[config.mk]
export PLATFORM = sky130hd
export DESIGN_NAME = sat_counter
export DESIGN_NICKNAME = d
export VERILOG_FILES = /design/src/rtl/delayed_value_checker_sat_counter.sv
export SDC_FILE = /design/constraint.sdc
export NUM_CORES = 1
export LEC_CHECK = 0
export ABC_AREA = 1
export BUFFER_PORTS_ARGS = -buffer_cell sky130_fd_sc_hd__buf_4
export CAP_MARGIN = 10
export CORE_AREA = 3 3 48 50
export DETAILED_ROUTE_END_ITERATION = 8
export DIE_AREA = 0 0 51 53
export SYNTH_ARGS = -nofsm -noshare
export SYNTH_HDL_FRONTEND = slang
export SYNTH_SLANG_ARGS = --single-unit
[constraint.sdc]
create_clock -name clk -period 1.1 [get_ports clk]
set_input_delay 0.11 -clock clk [delete_from_list [all_inputs] [get_ports clk]]
set_output_delay 0.11 -clock clk [all_outputs]
set_load 0.005 [all_outputs]
[src/rtl/delayed_value_checker_sat_counter.sv]
// Up-counter with clear and increment; with sat high it sticks at MAX instead of wrapping.
module sat_counter #(
  parameter int W   = 8,
  parameter int MAX = 3
) (
  input  logic         clk,
  input  logic         rst,
  input  logic         clr,
  input  logic         inc,
  input  logic         sat,
  output logic [W-1:0] count
);

  localparam logic [W-1:0] MAX_V = W'(MAX);

  always_ff @(posedge clk) begin
    if (rst) begin
      count <= '0;
    end else if (clr) begin
      count <= '0;
    end else if (inc && !(sat && count == MAX_V)) begin
      count <= count + W'(1);
    end
  end

endmodule

Word-level counts from Yosys, hierarchy flattened
Index checks and enable logic that the tools add are counted.
Cells by class
  add/sub/neg operators: 1
  reduce and logical (&&, ||, !) cells: 4
  eq/ne operators: 1
Operators with widths (count)
  $add 8x1->8 const B: 1
  $eq 8x2->1 const B: 1
  $logic_and 1x1->1: 2
  $reduce_or 2->1: 1
  $logic_not 1->1: 1
Storage, ports and cells
  word-level logic and storage cells: 7
  bits in registers: 8
  input bits: 5

Logic depth before layout (Yosys ltp)
  word-level depth: 4
  gate-level depth with buffers: 8

Worst setup path before layout
No wires, ideal clock.
  path kind: reg-to-reg
  start point: register count[0]
  end point: register count[0]
  cell stages (with the launch flop): 9
  clock period less this slack: 1.119 ns
  slack: -0.019 ns
  data arrival time: 1.005 ns
  path buffers: 0
  cells stage by stage: dfxtp_1 -> ha_1 -> nand2_1 -> clkinv_1 -> nand2_1 -> nor2_1 -> nor2_1 -> nor2_1 -> nor2_2
Between the ends
  cells in the longest elaborated chain, start to end: 4
  elaborated cells between the ends (all ways): 5
  those cells by class: add/sub: 1; eq/ne: 1; reduce/logical: 3
Ends and longest elaborated chain
  start, declared: line 11  | output logic [W-1:0] count
  start signal, assigned: line 22  | count <= count + W'(1);
  branches (longest 4 deep; another with $add 8x1->8)
Parallel ways; which one is timed is not known.
A chain may end at the register's enable or synchronous reset.

Worst setup path in the final report
  start point: register count[0]
  end point: register count[1]
The elaborated chain is that of the path after synthesis.

==> summary.txt <==
top flop regs: count: 8 flops
Clock Tree Buf Depth: 2
Post-layout nets: 99
vias per inst: 4.17
Crit Reg-Reg Startpoint: count[0]$_SDFFE_PP0P_
status: completed
post-placement cell area: 622 µm²
share of cells above drive strength 1: 40.7%
DRC: 0
setup TNS: 0 ns
Tcrit/Tclk final: 97.0%
DIE AREA: 0.00270 mm²
WL final: 1150 µm
#FFs+latches synth: 8
min-delay src: rst
Setup CP Type: reg -> reg
Final Cell Area: 672 µm²
fill count: 218
Detail Placement HPWL: 890 µm
die height: 53 µm
maximum vdd drop: 640 µV
YS warnings: 0
Reg area: 164 µm²
maxcap violations: 0
top cell type's share of synthesized area: 34.0%
vias in the first global route: 418
final setup vio count: 0
Area growth syn-to-layout: 42.4%
clk slew on worst S/H paths: 0.06 ns
Worst Max-Slew Pin Slew: 0.353 ns
PnR worst setup slack: 0.0326 ns
diodes inserted: 0
R2R Setup Slk: 0.03 ns
Critical R2R Capture: count[1]$_SDFFE_PP0P_
Final ANT Viol Nets: 0
die width: 51 µm
Ports: 13
# H-tree levels: 1
first-pass GRT wire length: 1860 µm
Layout Skew: 0.00133 ns
Final Util: 34.6%
Tmin final: 1.07 ns
Initial Util: 24.3%
drt pass-1 iters: 4
max reg flops: 8
GRT overflow: 0
unrepaired setup endpoints after global routing: true
CP required: 1.30 ns
Mean Syn Cell Area: 6.46 µm²
initial antenna violation count: 0
post-synth top area cell: dfxtp_1
worst slack, placed: -0.0261 ns
IO buf count: 12
static leakage: 0.281 nW
WL/cell: 9.73 µm
Global Route Usage Sum: 9.53%
Core ar.: 0.00194 mm²
r2r worst-path depth: 7
pin count of the biggest net entering global routing: 9
FMAX: 937 MHz
1st-iter DRT viols: 7
WHS Endpoint: count[5]$_SDFFE_PP0P_
Vias: 492
Synth Instances: 73
Multi-input gate area: 298 µm²
post-synthesis sequential area ratio: 34.0%
pins over their slew limit: 0
Worst slew margin: 76.5%
most frequent cells in the layout: nand2_1, buf_4, nor2_1
startpoint type of the worst setup path: flip-flop
Sink Count: 8
Clock Tree Root: clkbuf_4
# Post-CTS Setup Buffers: 0
Hold Path Class: in -> reg
Yosys cell types: 16
Worst setup EP type: flip-flop
most common cell after layout, fill and taps aside: nand2_1
final-report hold violation count: 0
pwr dens: 896 mW/mm²
Area contributors post-synth: dfxtp_1, nand2_1, nor2_1
CP Data Arrival Time: 1.27 ns
Largest Register: count
CTS tree: built
clock buffer count from CTS: 3
Clock Latency Late Sink: 0.26 ns
Mapped Area: 472 µm²
worst-path fanout max: 4
row count: 16
RD Place Congestion: 0.779
Hold Path Cell Cnt: 4
syn nets: 79
## logic make-up after synthesis
kind of cell,count (synthesis),share of synthesized area [%]
compound gates,6,7.16
fa+ha+maj,1,2.65
buf+inv,11,8.75
flops,8,34.0
simple gates,47,47.5
## layer usage
metal  up-vias  global-route usage, %  share of wire, %
met5         -                      0                 0
met4         0                   5.38               1.0
met3         2                   3.94               5.0
met2        12                   15.9                50
met1       215                   10.1                44
li1        263                      -                 -
## worst max path at each step
stage / startpoint / end / slack (ns) / cells after the start
final: count[0]$_SDFFE_PP0P_ / count[1]$_SDFFE_PP0P_ / 0.03 / 7
after global routing: count[0]$_SDFFE_PP0P_ / count[0]$_SDFFE_PP0P_ / -0.05 / 8
after CTS: count[0]$_SDFFE_PP0P_ / count[1]$_SDFFE_PP0P_ / 0.03 / 8
after detailed placement: count[1]$_SDFFE_PP0P_ / count[0]$_SDFFE_PP0P_ / -0.03 / 8
after global placement: count[1]$_SDFFE_PP0P_ / count[0]$_SDFFE_PP0P_ / 0.03 / 8
after floorplan: count[1]$_SDFFE_PP0P_ / count[0]$_SDFFE_PP0P_ / 0.02 / 8
## metrics by stage
stage	total power [W]	std cells	hold slack, ns
after floorplan	0.000328	73	0.277
after global placement	0.000357	115	0.413
after detailed placement	0.000360	115	0.422
after CTS	0.000604	118	0.144
after global routing	0.000632	118	0.155
final	0.000602	118	0.146
## cells in the mapped netlist (all sizes together)
library cell / count
a21oi: 5
clkinv: 1
o21ai: 1
nor3: 1
nor2: 19
nand3: 7
dfxtp: 8
ha: 1
inv: 10
nand2: 20
## repair_timing
| action | in CTS | in global routing |
|---|---|---|
| pin swaps | 1 | 5 |
| setup endpoints to repair | 3 | 6 |
| hold buffers | 0 | 0 |
| cloned | 0 | 0 |
| hold endpoints to repair | 0 | 0 |
| gates resized for setup | 2 | 5 |
## power breakdown
group / total [W] / switching, W / internal, W / leakage [nW]
Combinational: 0.0000604 / 0.0000302 / 0.0000302 / 0.201
Sequential: 0.000298 / 0.00000417 / 0.000294 / 0.0660
Clock: 0.000244 / 0.000118 / 0.000126 / 0.0138
## critical path: stages (launching register included)
cell	delay (ns)
dfxtp_2	0.36
ha_4	0.17
nand2_1	0.06
nor2_1	0.11
nand2_2	0.08
nand3_1	0.07
nand2_1	0.06
nor2_2	0.10
## area by class of cell
class                      instances  share of cell area [%]
multi-input combinational         54                    44.3
tap                               27                    5.03
timing repair buffer              15                    16.8
sequential                         8                    24.4
clock buffer                       3                    3.35
inverter                          11                    6.15
Power figures use the tool's default switching activity.
